<file path="config.mk">
export PLATFORM = sky130hd
export DESIGN_NAME = hazard_controller
export DESIGN_NICKNAME = d
export VERILOG_FILES = /design/src/rtl/hazard_controller.sv
export SDC_FILE = /design/constraint.sdc
export NUM_CORES = 1
export LEC_CHECK = 0
export CAP_MARGIN = 20
export CORE_ASPECT_RATIO = 0.6
export CORE_MARGIN = 2
export CORE_UTILIZATION = 38
export CTS_BUF_LIST = sky130_fd_sc_hd__clkbuf_2 sky130_fd_sc_hd__clkbuf_4 sky130_fd_sc_hd__clkbuf_8
export DETAILED_ROUTE_END_ITERATION = 7
export GPL_TIMING_DRIVEN = 0
export PLACE_DENSITY = 0.78
export SKIP_CTS_REPAIR_TIMING = 1
export SLEW_MARGIN = 15
export SYNTH_ARGS = -nofsm -noshare
export SYNTH_HDL_FRONTEND = slang
export SYNTH_SLANG_ARGS = --single-unit
</file>
<file path="constraint.sdc">
create_clock -name clk -period 1.75 [get_ports clk]
set_input_delay 0.35 -clock clk [delete_from_list [all_inputs] [get_ports clk]]
set_output_delay 0.35 -clock clk [all_outputs]
set_load 0.05 [all_outputs]
</file>
<file path="src/rtl/hazard_controller.sv">
// hazard_controller
//   Sequences the 5-stage pipeline around hazards that forwarding cannot
//   resolve: data-memory wait states, mul/div occupancy, load-use and
//   branch-compare dependencies in ID. All stall/bubble/flush outputs are
//   combinational from the current inputs plus registered state (md_busy,
//   memory wait counter, sticky MemErr).
//
// Optional feature: define HAZARD_PERF_EN to add the StallCycles and
//   FlushCount performance counters (CNT_W bits, saturating).
//
// Ports:
//   clk, rst_n                 clock (rising edge), async active-low reset
//   IfIdRegRs/Rt, IdUsesRt     sources of the ID instruction
//   IdBranch, BranchTaken      ID branch and its compare result
//   IdMulDiv, IdReadsHiLo      ID is mult/div, ID is mfhi/mflo
//   IdExMemRead/RegWrite/RegRd EX-stage controls and destination
//   ExMemMemRead/MemWrite/RegRd MEM-stage access and destination
//   DMemReady, MdDone          memory completion, mul/div result pulse
//   PcWrite, IfIdWrite         front-end update enables
//   IfIdFlush, IdExBubble      squash IF/ID, insert NOP into ID/EX
//   ExMemHold, MemWbBubble     freeze EX/MEM + ID/EX, NOP into MEM/WB
//   MdStart                    1-cycle mul/div start pulse
//   MemErr                     sticky memory-timeout error
//   StallCycles, FlushCount    performance counters (HAZARD_PERF_EN only)

module hazard_controller #(
  parameter int MEM_TIMEOUT = 255,
  parameter int CNT_W       = 16
) (
  input  logic             clk,
  input  logic             rst_n,
  input  logic [4:0]       IfIdRegRs,
  input  logic [4:0]       IfIdRegRt,
  input  logic             IdUsesRt,
  input  logic             IdBranch,
  input  logic             BranchTaken,
  input  logic             IdMulDiv,
  input  logic             IdReadsHiLo,
  input  logic             IdExMemRead,
  input  logic             IdExRegWrite,
  input  logic [4:0]       IdExRegRd,
  input  logic             ExMemMemRead,
  input  logic             ExMemMemWrite,
  input  logic [4:0]       ExMemRegRd,
  input  logic             DMemReady,
  input  logic             MdDone,
  output logic             PcWrite,
  output logic             IfIdWrite,
  output logic             IfIdFlush,
  output logic             IdExBubble,
  output logic             ExMemHold,
  output logic             MemWbBubble,
  output logic             MdStart,
`ifdef HAZARD_PERF_EN
  output logic [CNT_W-1:0] StallCycles,
  output logic [CNT_W-1:0] FlushCount,
`endif
  output logic             MemErr
);

  // MEM_TIMEOUT is limited to 1..255, so an 8-bit counter always suffices.
  localparam logic [7:0] TIMEOUT = 8'(MEM_TIMEOUT);

  logic       md_busy;
  logic [7:0] wait_cnt;
  logic [7:0] wait_cnt_nxt;
  logic       mem_err;

  logic mem_wait, md_stall, load_use, br_stall, any_stall;
  logic md_start;

  // Source match against a producer destination; $0 never creates a hazard.
  function automatic logic dep_match(input logic [4:0] r, input logic [4:0] rs,
                                     input logic [4:0] rt, input logic use_rt);
    return (r != 5'd0) && ((r == rs) || (use_rt && (r == rt)));
  endfunction

  // ---------------------------------------------------------------------------
  // Hazard detection
  // ---------------------------------------------------------------------------
  always_comb begin
    mem_wait = (ExMemMemRead | ExMemMemWrite) & ~DMemReady;
    md_stall = md_busy & (IdMulDiv | IdReadsHiLo);
    load_use = IdExMemRead & dep_match(IdExRegRd, IfIdRegRs, IfIdRegRt, IdUsesRt);
    // Branches compare in ID and always read both rs and rt.
    br_stall = IdBranch &
               ((IdExRegWrite & dep_match(IdExRegRd,  IfIdRegRs, IfIdRegRt, 1'b1)) |
                (ExMemMemRead & dep_match(ExMemRegRd, IfIdRegRs, IfIdRegRt, 1'b1)));
    any_stall = mem_wait | md_stall | load_use | br_stall;
  end

  // A mult/div only starts when it actually leaves ID this cycle; starting it
  // while any stall holds ID would re-issue it on the following cycle.
  assign md_start = rst_n & IdMulDiv & ~md_busy & ~any_stall;

  // ---------------------------------------------------------------------------
  // Pipeline controls (priority: mem wait > md > load-use > branch > none)
  // ---------------------------------------------------------------------------
  always_comb begin
    PcWrite     = 1'b1;
    IfIdWrite   = 1'b1;
    IfIdFlush   = 1'b0;
    IdExBubble  = 1'b0;
    ExMemHold   = 1'b0;
    MemWbBubble = 1'b0;
    MdStart     = 1'b0;
    if (rst_n) begin
      if (mem_wait) begin
        // Whole pipe freezes; MEM/WB gets a NOP so WB does not repeat.
        PcWrite     = 1'b0;
        IfIdWrite   = 1'b0;
        ExMemHold   = 1'b1;
        MemWbBubble = 1'b1;
      end else if (md_stall | load_use | br_stall) begin
        PcWrite    = 1'b0;
        IfIdWrite  = 1'b0;
        IdExBubble = 1'b1;
      end else begin
        IfIdFlush = IdBranch & BranchTaken;
        MdStart   = md_start;
      end
    end
  end

  assign MemErr = mem_err;

  // ---------------------------------------------------------------------------
  // Mul/div occupancy
  // ---------------------------------------------------------------------------
  always_ff @(posedge clk or negedge rst_n) begin
    if (!rst_n) begin
      md_busy <= 1'b0;
    end else if (md_start) begin
      md_busy <= 1'b1;
    end else if (MdDone) begin
      // MdDone while idle is a stray pulse and has no effect.
      md_busy <= 1'b0;
    end
  end

  // ---------------------------------------------------------------------------
  // Memory wait counter and sticky timeout error
  // ---------------------------------------------------------------------------
  // Counter saturates at the timeout so a long wait cannot wrap.
  assign wait_cnt_nxt = (wait_cnt == TIMEOUT) ? wait_cnt : wait_cnt + 8'd1;

  always_ff @(posedge clk or negedge rst_n) begin
    if (!rst_n) begin
      wait_cnt <= 8'd0;
      mem_err  <= 1'b0;
    end else if (mem_wait) begin
      wait_cnt <= wait_cnt_nxt;
      if (wait_cnt_nxt == TIMEOUT) mem_err <= 1'b1;
    end else begin
      wait_cnt <= 8'd0;
    end
  end

`ifdef HAZARD_PERF_EN
  // ---------------------------------------------------------------------------
  // Saturating performance counters
  // ---------------------------------------------------------------------------
  logic [CNT_W-1:0] stall_cycles;
  logic [CNT_W-1:0] flush_count;

  always_ff @(posedge clk or negedge rst_n) begin
    if (!rst_n) begin
      stall_cycles <= '0;
      flush_count  <= '0;
    end else begin
      if (!PcWrite && !(&stall_cycles)) stall_cycles <= stall_cycles + 1'b1;
      if (IfIdFlush && !(&flush_count)) flush_count  <= flush_count + 1'b1;
    end
  end

  assign StallCycles = stall_cycles;
  assign FlushCount  = flush_count;
`endif

endmodule

</file>
## Yosys cells after proc, flatten, opt, wreduce, memory -nomap -nowiden

Cells that the tools add are included.

| storage, ports and cells | value |
|---|---|
| register bits after elaboration | 10 |
| input port bits | 33 |
| logic and storage cells | 60 |

| operators by class | value |
|---|---|
| add/subtract/negate cells | 1 |
| eq/ne operators | 6 |
| mux-type cells | 18 |
| bitwise logic cells | 21 |
| reductions and logical operators | 11 |

Operator list:

| operator | count |
|---|---|
| equality test 5 bit | 4 |
| equality test 8 bit, second input constant | 2 |
| two-way mux 1 bit | 16 |
| two-way mux 8 bit | 2 |
| bitwise AND 1 bit | 10 |
| nonzero test 5 bit | 2 |
| adder 8 x 1 -> 8 bit, second input constant | 1 |
| OR 1 bit | 8 |
| logical AND 1 bit | 4 |
| logical OR 1 bit | 3 |
| NOT 1 bit | 3 |
| AND reduction 2 bit | 1 |
| nonzero test 2 bit | 1 |

## Logic depth before layout (Yosys ltp)

| logic depth | value |
|---|---|
| depth in word-level cells | 12 |
| gate-level depth with buffers | 7 |

## Worst setup path after synthesis

OpenSTA, ideal clock, no wires.

| timing path | value |
|---|---|
| path type | input-to-output |
| from | input port ExMemRegRd[1] |
| to | output port PcWrite |
| arrival time | 2,271 ps |
| setup slack | -871 ps |
| cell stages on the path | 5 |
| path buffers | 1 |
| path through | or4_4 -> o211ai_2 -> o221ai_2 -> o21ai_1 -> buf_4 |

| between the ends | value |
|---|---|
| word-level cells in the longest chain between the ends | 10 |
| elaborated cells between the ends (all ways) | 12 |

RTL lines:

| element | RTL line | text |
|---|---|---|
| start: declaration | 44 | `input logic [4:0] ExMemRegRd,` |
| equality test 5 bit | 75 | `return (r != 5'd0) && ((r == rs) \|\| (use_rt && (r == rt)));` |
| logical OR 1 bit | 75 |  |
| logical AND 1 bit (*) | 75 |  |
| bitwise AND 1 bit (*) | 88 | `(ExMemMemRead & dep_match(ExMemRegRd, IfIdRegRs, IfIdRegRt, 1'b1)));` |
| OR 1 bit (*) | 87 | `((IdExRegWrite & dep_match(IdExRegRd, IfIdRegRs, IfIdRegRt, 1'b1)) \|` |
| bitwise AND 1 bit (*) | 86 | `br_stall = IdBranch &` |
| OR 1 bit (*) | 114 | `end else if (md_stall \| load_use \| br_stall) begin` |
| two-way mux 1 bit (*) (3 in series) | - |  |
| end: declaration | 47 | `output logic PcWrite,` |

Mark *: on every way between the ends. The rest lies on a longest branch, timed or not.

## Worst setup path after layout

| timing path | value |
|---|---|
| from | input port IdExRegRd[1] |
| to | output port IdExBubble |

| between the ends | value |
|---|---|
| word-level cells in the longest chain between the ends | 10 |
| elaborated cells between the ends (all ways) | 17 |

RTL lines:

| element | RTL line | text |
|---|---|---|
| start: declaration | 41 | `input logic [4:0] IdExRegRd,` |
| equality test 5 bit | 75 |  |
| logical OR 1 bit or logical AND 1 bit (tied branches) | 75 |  |
| logical AND 1 bit or logical OR 1 bit (tied branches) | 75 |  |
| bitwise AND 1 bit or logical AND 1 bit (tied branches) | 87, 75 |  |
| OR 1 bit or bitwise AND 1 bit (tied branches) | 87, 84 |  |
| bitwise AND 1 bit or OR 1 bit (tied branches) | 86, 114 |  |
| OR 1 bit (*) | 114 |  |
| two-way mux 1 bit (*) | 114 |  |
| two-way mux 1 bit (*) | 108 | `if (mem_wait) begin` |
| two-way mux 1 bit (*) | 107 | `if (rst_n) begin` |
| end: declaration | 50 | `output logic IdExBubble,` |

Marks and branches as above.

==> qor.txt <==
Largest family of logic cells by synthesized area: simple AND/OR/NAND/NOR gates
Synth Warn #: 0
Worst VDD drop: 0.291 mV
Fin. Hold Viols: 0
Critical path type: in2out
Site row count: 13
Share of the clock period used by the worst path: 127%
Gate Count Post-Synth: 104
Crit path from: IdExRegRd[1]
Adder-cell share of the synthesized area: 1.41%
Hold Slack: 0.0108 ns
Slowest stage delay, CP: 0.39 ns
Setup TNS: -2.16 ns
Total grt overflow: 0
Htree depth: 1
Power share of the combinational group: 39.4%
First-pass GRT wire length: 4530 microns
Max Fclk: 450 MHz
Die Area: 2750 sq um
Sw frac: 33.8%
Post-synthesis compound-gate area fraction: 18.3%
Design Area, Final: 1600 sq um
XOR/XNOR share of the synthesized area: 22.7%
Status: complete, but fails checks
Setup crit end kind: output pin
Initial Utilization: 40.5%
WL per Instance: 18.5 microns
Clock transition at the registers of the reported paths: 0.05 ns
Post-synthesis simple-gate area fraction: 24.8%
Die X: 66.4 microns
Seq/Total Area, Yosys: 28.2%
FF-to-FF Start: wait_cnt[1]$_DFF_PN0_
Clk_skew: 0.00510 ns
DP Wirelength: 2220 microns
Cell internal pwr: 540 uW
Yosys cell types: 37
Diode count: 0
# DRC: 0
Violated checks: setup timing
Critical Path RT: 1.40 ns
Count of input and output buffers: 40
Syn-to-layout area delta: 79.9%
CTS tree: done
Post-synthesis mux area share: 1.13%
RD Place Congestion: 0.942
Mapped Area: 888 sq um
Fin util: 72.8%
CP cell instances: buf_4 -> xor2_1 -> nor4_2 -> a22oi_2 -> o221ai_4 -> nor2b_4 -> buf_8
Drt first-iter violations: 92
Mean Syn Cell Area: 8.54 sq um
Sink Count: 10
Largest net degree at the start of global routing: 15
Arrival @ worst endpoint: 1.87 ns
Die H: 41.5 microns
Clk_lat worst skew: 0.24 ns
CTS Buf Count: 3
Antenna violations before repair: 0
Slowest cell on the critical path: nor4_2
CTS Root Cell: clkbuf_8
DR vias: 1,026
Startpoint Class: input pin
Max-slew violation count: 0
PwrDens: 510 nW/um^2
Final wirelength: 3350 microns
HP Class: in2async
Slew margin rel.: 66.6%
Clk pwr share: 30.2%
Post-layout min period: 2.22 ns
Antenna-violating nets left: 0
Share of cells above drive strength 1: 36.4%
Vias in the first global route: 914
Max clock buf depth: 2
Tot Pwr: 816 uW
Worst slew pin tran: 0.501 ns
Sequential Power Share: 30.4%
I/O Pins: 41
Synth Net Count: 138
RSZ-0062 raised after global routing: yes
P_sw: 276 uW
LEAKAGE: 0.818 nW
First-pass detailed-route iteration total: 4
Setup Viol. Count Final: 5
Post-DP Area: 1360 sq um
Max-cap violations: 0
Post-synthesis register bit count: 10
Vias/cell: 5.67
Final-stage net count: 187
Core region area: 2200 sq um
GRT Total Usage: 22.2%
Critical Path Fanout Max: 3
Final worst slack: -0.474 ns
[per-layer routing]
metal | GRT usage [%] | wire, microns
met1 | 34.2 | 1520
met2 | 31.0 | 1610
met3 | 6.23 | 212
met4 | 3.67 | 15
met5 | 0 | 0
[logic make-up after synthesis]
family                   count (synthesis)
flip-flops                              10
AO/OA/AOI/OAI                           24
buffers and inverters                    6
XOR/XNOR                                23
adder cells (fa/ha/maj)                  1
AND/OR/NAND/NOR                         39
multiplexers                             1
[worst max-delay path, delay by kind of cell]
family | cells | cell delay (ns)
and+or+nand+nor | 2 | 0.61
buffers and inverters | 2 | 0.28
AOI/OAI and AO/OA | 2 | 0.46
xor gates and xnor gates | 1 | 0.17
[power by group through the flow]
| stage | logic (mW) | registers [mW] | clock network (mW) |
|---|---|---|---|
| final | 0.322 | 0.248 | 0.246 |
| after global routing | 0.341 | 0.249 | 0.259 |
| after CTS | 0.270 | 0.245 | 0.244 |
| after detailed placement | 0.270 | 0.249 | 0 |
| after global placement | 0.265 | 0.248 | 0 |
| after floorplan | 0.134 | 0.247 | 0 |
[sequential cells by signal, indices dropped and copies added, names as in the netlist]
register  cells
wait_cnt      8
MemErr        1
md_busy       1
[synth_stat cells]
master,instances,share of area (%)
nand3_2,1,1.1
nor3_1,5,2.8
a22oi_1,2,1.7
o211ai_2,1,1.4
nor2_1,10,4.2
inv_1,1,0.42
xnor2_1,1,0.99
nand3_1,3,1.7
nor3_2,1,1.1
mux2i_1,1,1.1
o21ai_1,2,1.1
and3_1,2,1.4
or4_1,1,0.85
o21ai_0,4,2.3
and4_1,2,2.0
nand3b_1,1,0.85
clkbuf_1,2,0.85
a21oi_1,5,2.8
nor4_1,1,0.70
nand4_1,2,1.4
a21o_1,1,0.85
dfrtp_1,10,28
ha_1,1,1.4
o22ai_1,2,1.4
nor3b_1,1,0.85
a32o_1,1,1.1
and2_1,2,1.4
o221ai_2,1,1.7
nor2b_1,1,0.70
xor2_1,22,22
or2_1,1,0.70
a41o_1,1,1.1
nand2_1,4,1.7
buf_2,1,0.56
buf_4,2,1.7
or4_4,1,1.3
a31oi_1,4,2.8
[worst paths after layout]
path	depth (start not counted)	end	slack (ns)
hold reg to reg	1	MemErr$_DFFE_PN0P_	0.47
max in group asynchronous	1	wait_cnt[0]$_DFF_PN0_	1.44
setup / recovery	7	IdExBubble	-0.47
min in group clk	1	MemErr$_DFFE_PN0P_	0.47
hold / removal	1	wait_cnt[6]$_DFF_PN0_	0.01
setup reg to reg	7	MemErr$_DFFE_PN0P_	0.08
[per-stage QoR]
step / std cells / setup WS (ns)
2_1_floorplan: 104 / -0.424
3_3_place_gp: 174 / -1.51
3_5_place_dp: 174 / -1.54
4_1_cts: 177 / -1.54
5_1_grt: 181 / -0.510
6_report: 181 / -0.474
[placed cells by master (no fill, tap or decap), types with 2 or more instances in the layout]
cell,count
o22ai_1,2
a21oi_1,4
xor2_2,3
and4_1,2
xor2_1,19
nand4_1,2
or4_4,2
nor3_2,4
o21ai_4,2
buf_6,4
clkdlybuf4s50_1,6
clkbuf_8,3
a31oi_1,4
buf_4,8
and2_1,2
buf_8,4
dlymetal6s2s_1,18
nand3_1,3
o21ai_0,4
and3_1,2
nor2_4,2
dfrtp_1,9
a22oi_2,2
clkbuf_2,7
nor2_1,7
nand2_1,3
[cell type report]
type / count / area [sq um]
multi-input cells: 88 / 769
fillers: 145 / 598
clock buffers: 3 / 41.3
well taps: 30 / 37.5
plain buffers: 4 / 27.5
flip-flops and latches: 10 / 251
inverters: 1 / 3.75
repair buffers: 45 / 467
(Power assumes the default switching activity.)
